### src/rtl/uart_tx_fifo.sv
// UART transmitter with an elaboration-sized transmit FIFO; frames are sent back-to-back
// while the FIFO holds data. State table: IDLE waiting | START start bit | DATA payload
// LSB first | PARITY optional parity bit | STOP one or two stop bits.
module uart_tx_fifo #(
  parameter int CLK_HZ     = 50_000_000,
  parameter int BAUD       = 115200,
  parameter int DATA_BITS  = 8,
  parameter int PARITY     = 0,
  parameter int STOP_BITS  = 1,
  parameter int FIFO_DEPTH = 16
) (
  input  logic                          clk,
  input  logic                          reset_n,
  input  logic [DATA_BITS-1:0]          data_tx,
  input  logic                          valid,
  output logic                          tx_ready,
  output logic                          uart_out,
  output logic                          busy,
  output logic [$clog2(FIFO_DEPTH):0]   fifo_count,
  output logic                          overflow
);

  localparam int DIV = (CLK_HZ + BAUD / 2) / BAUD;
  localparam int AW  = $clog2(FIFO_DEPTH);
  localparam int CW  = (STOP_BITS * DIV > 1) ? $clog2(STOP_BITS * DIV) : 1;
  localparam int BW  = $clog2(DATA_BITS);
  localparam logic [CW-1:0] BIT_LOAD  = CW'(DIV - 1);
  localparam logic [CW-1:0] STOP_LOAD = CW'(STOP_BITS * DIV - 1);
  localparam logic [AW:0]   FULL      = (AW + 1)'(FIFO_DEPTH);
  localparam logic          ODD       = (PARITY == 1);

  generate
    if (DIV < 2) begin : g_div_chk
      $error("uart_tx_fifo: baud divisor must be at least 2");
    end
    if (DATA_BITS < 5 || DATA_BITS > 9 || PARITY > 2 || STOP_BITS < 1 || STOP_BITS > 2 ||
        FIFO_DEPTH < 2 || (1 << AW) != FIFO_DEPTH) begin : g_param_chk
      $error("uart_tx_fifo: unsupported parameter combination");
    end
  endgenerate

  typedef enum logic [2:0] {S_IDLE, S_START, S_DATA, S_PARITY, S_STOP} state_t;

  logic [DATA_BITS-1:0] mem_q [FIFO_DEPTH];
  logic [AW-1:0]        wr_ptr_q, rd_ptr_q;
  logic [AW:0]          count_q;
  logic                 overflow_q;
  logic                 push, pop;

  state_t               state_q, state_d;
  logic [CW-1:0]        baud_q, baud_d;
  logic [BW-1:0]        bit_q, bit_d;
  logic [DATA_BITS-1:0] shift_q, shift_d;
  logic                 par_q, par_d;
  logic                 out_q, out_d;
  logic                 tc, load_frame;

  assign tx_ready   = (count_q != FULL);
  assign push       = valid && tx_ready;
  assign fifo_count = count_q;
  assign overflow   = overflow_q;
  assign uart_out   = out_q;
  assign busy       = (count_q != '0) || (state_q != S_IDLE);

  always_ff @(posedge clk) begin
    if (push) mem_q[wr_ptr_q] <= data_tx;
  end

  always_ff @(posedge clk or negedge reset_n) begin
    if (!reset_n) begin
      wr_ptr_q   <= '0;
      rd_ptr_q   <= '0;
      count_q    <= '0;
      overflow_q <= 1'b0;
    end else begin
      if (push) wr_ptr_q <= wr_ptr_q + AW'(1);
      if (pop)  rd_ptr_q <= rd_ptr_q + AW'(1);
      count_q    <= count_q + {{AW{1'b0}}, push} - {{AW{1'b0}}, pop};
      overflow_q <= valid && !tx_ready;
    end
  end

  always_ff @(posedge clk or negedge reset_n) begin
    if (!reset_n) begin
      state_q <= S_IDLE;
      baud_q  <= '0;
      bit_q   <= '0;
      shift_q <= '0;
      par_q   <= 1'b0;
      out_q   <= 1'b1;
    end else begin
      state_q <= state_d;
      baud_q  <= baud_d;
      bit_q   <= bit_d;
      shift_q <= shift_d;
      par_q   <= par_d;
      out_q   <= out_d;
    end
  end

  assign tc = (baud_q == '0);

  always_comb begin
    state_d    = state_q;
    baud_d     = baud_q;
    bit_d      = bit_q;
    shift_d    = shift_q;
    par_d      = par_q;
    out_d      = out_q;
    pop        = 1'b0;
    load_frame = 1'b0;
    if (state_q != S_IDLE && !tc) baud_d = baud_q - CW'(1);
    case (state_q)
      S_IDLE: begin
        if (count_q != '0) load_frame = 1'b1;
      end
      S_START: begin
        if (tc) begin
          state_d = S_DATA;
          baud_d  = BIT_LOAD;
          bit_d   = '0;
          out_d   = shift_q[0];
          shift_d = shift_q >> 1;
        end
      end
      S_DATA: begin
        if (tc) begin
          if (bit_q != BW'(DATA_BITS - 1)) begin
            baud_d  = BIT_LOAD;
            bit_d   = bit_q + BW'(1);
            out_d   = shift_q[0];
            shift_d = shift_q >> 1;
          end else if (PARITY != 0) begin
            state_d = S_PARITY;
            baud_d  = BIT_LOAD;
            out_d   = par_q;
          end else begin
            state_d = S_STOP;
            baud_d  = STOP_LOAD;
            out_d   = 1'b1;
          end
        end
      end
      S_PARITY: begin
        if (tc) begin
          state_d = S_STOP;
          baud_d  = STOP_LOAD;
          out_d   = 1'b1;
        end
      end
      S_STOP: begin
        if (tc) begin
          if (count_q != '0) begin
            load_frame = 1'b1;
          end else begin
            state_d = S_IDLE;
            out_d   = 1'b1;
          end
        end
      end
      default: begin
        state_d = S_IDLE;
        out_d   = 1'b1;
      end
    endcase
    // Starting a frame pops the head entry and drives the start bit on the same edge.
    if (load_frame) begin
      pop     = 1'b1;
      state_d = S_START;
      baud_d  = BIT_LOAD;
      shift_d = mem_q[rd_ptr_q];
      par_d   = (^mem_q[rd_ptr_q]) ^ ODD;
      out_d   = 1'b0;
    end
  end

endmodule
### config.mk
export PLATFORM = sky130hd
export DESIGN_NAME = uart_tx_fifo
export DESIGN_NICKNAME = d
export VERILOG_FILES = /design/src/rtl/uart_tx_fifo.sv
export SDC_FILE = /design/constraint.sdc
export NUM_CORES = 1
export LEC_CHECK = 0
export ABC_AREA = 1
export CORE_MARGIN = 8
export CORE_UTILIZATION = 29
export CTS_CLUSTER_DIAMETER = 150
export DETAILED_ROUTE_END_ITERATION = 10
export MAX_ROUTING_LAYER = met4
export SYNTH_ARGS = -nofsm -noshare
export SYNTH_HDL_FRONTEND = slang
export SYNTH_SLANG_ARGS = --single-unit
export TNS_END_PERCENT = 50
### constraint.sdc
create_clock -name clk -period 3.8 [get_ports clk]
set_input_delay 0.76 -clock clk [delete_from_list [all_inputs] [get_ports clk]]
set_output_delay 0.76 -clock clk [all_outputs]
set_load 0.02 [all_outputs]
# == Yosys cells after proc, flatten, opt, wreduce, memory -nomap -nowiden ==
# Memories as Yosys holds them, arrays and structs flattened.
# Cells that the tools add are included.
# word_totals
latchBits,0
mem_count,1
in_bits,11
ram_bits,128
rom_bits,0
reg_bits,38
output_inout_bits,9
elab_cells,85
# classes
reduce_logical,17
order_cmp,0
n_eq_ne,17
shift,0
add_sub_neg,6
div,0
n_mux,35
bitwise,0
mul,0
# mem_list
name,depth,word_bits,rd,rd_clocked_by_memory_dff,write_ports,line,source
mem_q,16,8,1,0,1,44,logic [DATA_BITS-1:0] mem_q [FIFO_DEPTH];
# op_table
op,count
9-bit two-way mux,4
8-bit two-way mux,4
3-bit two-way mux,10
"3-bit != test, second input constant",8
8-bit one-hot mux with 2 select lines,1
3-bit one-hot mux with 5 select lines,1
1-bit two-way mux,12
9-bit logical NOT,1
"9-bit by 1-bit subtractor with 9-bit output, second input constant",1
"4-bit by 1-bit adder with 4-bit output, second input constant",2
"2-bit != test, second input constant",4
4-bit AND reduction,2
7-bit AND reduction,1
"3-bit by 2-bit == test with 1-bit output, second input constant",2
3-bit one-hot mux with 2 select lines,1
6-bit AND reduction,1
3-bit nonzero test,2
5-bit by 1-bit adder with 5-bit output,1
"5-bit != test, second input constant",1
1-bit one-hot mux with 5 select lines,1
5-bit nonzero test,1
5-bit by 1-bit subtractor with 5-bit output,1
"3-bit by 1-bit adder with 3-bit output, second input constant",1
"3-bit by 1-bit == test with 1-bit output, second input constant",1
8 further kinds,11

# == Longest topological paths before layout ==
# logic_depth
depth_word,7
mapped_depth,16
mapped_depth_nobuf,16

# == Worst setup path before layout ==
# No wires, ideal clock.
# synth_timing
path_kind,register -> register
start,register count_q[3] (netlist: fifo_count[3])
end,register count_q[4] (netlist: fifo_count[4])
arrival_ps,2568
stages_incl_launch_ff,15
setup_ps,128
period_less_slack_ps,2696
path_slack_ps,1104
cell_sequence,dfrtp_1 inv_1 ha_1 nand3_1 nand2_1 clkinv_1 nor2_1 inv_1 nand2_1 ha_1 inv_1 fa_1 o21ai_0 a21oi_1 xor2_1
# synth_via
word_cells_on_any_way,9
# synth_lines
element,line,source
"start, declared",46,logic [AW:0] count_q;
"start signal, assigned",78,"count_q <= count_q + {{AW{1'b0}}, push} - {{AW{1'b0}}, pop};"
5-bit != test,58,assign tx_ready = (count_q != FULL);
via tx_ready,16,"output logic tx_ready,"
1-bit logical AND,59,assign push = valid && tx_ready;
5-bit by 1-bit adder with 5-bit output,78,
5-bit by 1-bit subtractor with 5-bit output,78,
# The timed path passes the listed nets, and every way through them passes these cells.
# A chain may end at the register's enable or synchronous reset.

# == Final worst setup path ==
# layout_timing
start,register baud_q[0]
end,register count_q[4] (netlist: fifo_count[4])
# layout_via
elab_chain_cells,5
# layout_rtl
element,line,source
"start, declared",51,"logic [CW-1:0] baud_q, baud_d;"
"start signal, assigned",93,baud_q <= baud_d;
9-bit logical NOT,101,assign tc = (baud_q == '0);
1-bit two-way mux,152,if (tc) begin
1-bit one-hot mux with 2 select lines,113,case (state_q)
1-bit two-way mux,167,if (load_frame) begin
5-bit by 1-bit subtractor with 5-bit output,78,
# No other way between the ends.

==> results.rst <==
.. list-table::
   :header-rows: 1

   * - Metric
     - Value
   * - Clock network fraction of total power
     - 37.5%
   * - Leakage power
     - 3.51 nW
   * - Net switching share of the total power
     - 24.7%
   * - Share of the clock period used by the worst path
     - 74.7%
   * - Congestion Overflow GR
     - 0
   * - Synth cell count leaders
     - 221 x nand2_1, 128 x edfxtp_1, 108 x nand3_1, 83 x inv_1, 52 x nor2_1
   * - Buffers on Ports
     - 19
   * - RSZ-0062 raised after global routing
     - no
   * - DP Cell Count
     - 1087
   * - Worst Max-Slew Pin Slew
     - 1.12 ns
   * - Max-cap check violation count
     - 0
   * - Max-slew violation count
     - 0
   * - Cells after synthesis
     - 759
   * - Die Ht
     - 177 um
   * - Setup Crit Path Kind
     - flop to flop
   * - Weighted congestion reported at the end of routability-driven placement
     - 0.801
   * - Share of layout cells above drive strength 1
     - 7.27%
   * - Part of the Yosys area used for sequential elements
     - 63.5%
   * - Post CTS Setup Buffer Count
     - 0
   * - Via count of the first global-routing pass
     - 4971
   * - Run status
     - finished clean
   * - Final setup viols
     - 0
   * - Data arrival time of the critical path
     - 3.14 ns
   * - Number of nets in the layout
     - 797
   * - Max-slew headroom
     - 25.1%
   * - H-Tree Level Count
     - 4
   * - Core outline area
     - 0.0258 mm2
   * - Peak supply drop
     - 0.000304 V
   * - Fin Clk Skew
     - 0.00799 ns
   * - Number of enable-type register cells in the synthesized netlist
     - 128
   * - Setup TNS
     - 0 ns
   * - Layout overhead on the synthesized area
     - 14.0%
   * - Tot GR Track Use
     - 11.0%
   * - Avg Vias per Cell
     - 4.38
   * - Cell at the root of the clock tree
     - clkbuf_16
   * - Total clock buffers created by CTS
     - 17
   * - Most common flop cell mapped by yosys
     - edfxtp_1
   * - CTS tree
     - built
   * - I/O pin count
     - 20
   * - Detailed-route DRC error count
     - 0
   * - Via total after detailed routing
     - 4899
   * - Average cell area after synthesis
     - 9.95 um2
   * - Fin cells
     - 1119
   * - ANT nets after route
     - 0
   * - Yosys warning count
     - 0
   * - Startpoint types
     - flop
   * - CP Max Fanout
     - 12
   * - Total of hold buffers inserted after clock tree synthesis
     - 0
   * - Die ar.
     - 0.0314 mm2
   * - Wire length after detailed routing
     - 15.7 mm
   * - Count of state elements after synthesis
     - 166
   * - Buffers from clock root to sink, at most
     - 2
   * - Maximum number of pins on one net before global-route repair
     - 67
   * - Power dissipated by switching net loads
     - 0.00111 W
   * - Die X-Extent
     - 177 um
   * - Area share of the leading cell type in the synthesized netlist
     - 50.9%
   * - Post-synth net total
     - 785
   * - Number of different library cells in the post-synthesis netlist
     - 34
   * - N_diodes
     - 0
   * - Number of sinks driven by the clock tree
     - 166
   * - Initial antenna violation count
     - 0
   * - CTS clk-pin slew, worst paths
     - 0.06 ns
   * - Overall power
     - 0.00449 W
   * - Type of element capturing the critical path
     - flop
   * - Synthesized cell area
     - 0.00755 mm2
   * - Power per cell area
     - 522 mW/mm2
   * - DRC marker count from the first detailed-route iteration
     - 421
   * - Setup slack of the most critical reg-to-reg path
     - 0.96 ns
   * - Async SR Flop Fraction
     - 22.9%
   * - Largest cells by area after synthesis
     - edfxtp_1 51%, dfrtp_1 12%, nand2_1 11%, nand3_1 7.2%, inv_1 4.1%
   * - Clock latency of the later-clocked register in the worst-skew pair
     - 0.42 ns
   * - CTS resizes
     - 0
   * - Floorplan row count
     - 59
   * - Combinational cell fraction of total power
     - 12.8%
   * - Required time reported for the critical path endpoint
     - 4.10 ns
   * - Top cell type by total area after synthesis
     - edfxtp_1
   * - Global-route wire length before repair
     - 26.1 mm
   * - Share of power burned in registers
     - 49.8%
   * - Post-DR wirelength/cell
     - 14.0 um
   * - Detailed placement HPWL
     - 10.1 mm
   * - Min Clock Period, post-route
     - 2.84 ns
   * - Hold violation count in the final report
     - 0
   * - Type of the worst min-delay path
     - input pin to asynchronous set/reset pin
   * - Highest achievable clock rate
     - 352 MHz
   * - Internal power of the cells
     - 0.00338 W
   * - Most repeated cell in the gate-level netlist after synthesis
     - nand2_1
   * - Initial Util
     - 29.2%
   * - Detailed-router iteration count before antenna repair
     - 5
-- cell usage in the layout, fill, tap and decap left out, drive strengths merged, types with 4 or more instances in the layout --
cell / synthesis / final
a21oi: 12 / 12
buf: 20 / 4
clkbuf: 9 / 21
clkdlybuf4s50: 0 / 18
clkinv: 4 / 11
dfrtp: 37 / 37
edfxtp: 128 / 128
ha: 14 / 14
inv: 92 / 92
nand2: 226 / 226
nand3: 108 / 108
nand4: 4 / 4
nor2: 59 / 59
o21ai: 20 / 20
xor2: 14 / 14
-- worst max-delay path, cell delays in order, from the launching register on --
cell	delay (ns)
dfrtp_1	0.39
inv_1	0.15
ha_1	0.21
nand2_1	0.06
nor2_1	0.12
nand2_2	0.10
nand2_4	0.15
nand2_4	0.12
nor2_1	0.20
inv_1	0.09
nand2_1	0.07
ha_1	0.15
inv_1	0.05
fa_1	0.39
o21ai_0	0.21
a21oi_1	0.11
xor2_1	0.15
-- final cells by class --
type | instances | area, um2
Timing Repair Buffer | 22 | 208
Inverter | 96 | 363
Sequential cell | 166 | 4800
Clock buffer | 21 | 440
Tap cell | 335 | 419
Multi-Input combinational cell | 468 | 2250
Clock inverter | 11 | 133
Fill cell | 2595 | 17200
-- worst paths after layout --
check / cells after the start / endpoint / start
worst min-delay path: 1 / baud_q[7]$_DFF_PN0_ / reset_n
worst min register to register: 2 / shift_q[7]$_DFFE_PN0P_ / shift_q[7]$_DFFE_PN0P_
worst max-delay path: 16 / fifo_count[4]$_DFF_PN0_ / baud_q[0]$_DFF_PN0_
min in group clk: 2 / shift_q[7]$_DFFE_PN0P_ / shift_q[7]$_DFFE_PN0P_
worst max register to register: 16 / fifo_count[4]$_DFF_PN0_ / baud_q[0]$_DFF_PN0_
max in group asynchronous: 1 / rd_ptr_q[0]$_DFFE_PN0P_ / reset_n
-- flip-flops by register name, summed over array words and instances, names as in the netlist --
register / count
shift_q: 8
uart_out: 1
wr_ptr_q: 4
rd_ptr_q: 4
mem_q: 128
bit_q: 3
state_q: 3
baud_q: 9
fifo_count: 5
overflow: 1
-- cell families after synthesis --
group / Yosys count / synth area share (%)
AO/OA/AOI/OAI: 35 / 2.52
XOR/XNOR: 15 / 1.74
adder cells (fa/ha/maj): 15 / 2.59
buffers and inverters: 125 / 6.71
flip-flops: 166 / 63.5
AND/OR/NAND/NOR: 403 / 22.9
-- metal layers --
layer / vias to the layer above / GRT usage (%) / wire length (um)
met1: 2296 / 13.4 / 6920
li1: 2506 / - / -
met4: 0 / 4.48 / 318
met5: - / - / 0
met2: 75 / 18.0 / 7920
met3: 22 / 1.85 / 525
-- power by group through the flow --
stage	logic, W	clock network [W]	registers [W]
2_1_floorplan	0.000339	0	0.00229
3_3_place_gp	0.000576	0	0.00227
3_5_place_dp	0.000585	0	0.00227
4_1_cts	0.000588	0.00172	0.00224
5_1_grt	0.000666	0.00179	0.00225
6_report	0.000573	0.00168	0.00224
-- through the flow --
step           hold slack, ns  instance area [um2]  util [%]  setup slack [ns]
2_1_floorplan           0.441                 7550         -              1.10
3_3_place_gp            0.462                 8030      31.1             0.751
3_5_place_dp            0.464                 8030      31.1             0.637
4_1_cts                 0.481                 8610      33.3             0.940
5_1_grt                 0.497                 8610      33.3             0.616
6_report                0.463                 8610      33.3             0.961
(Power assumes the default switching activity.)
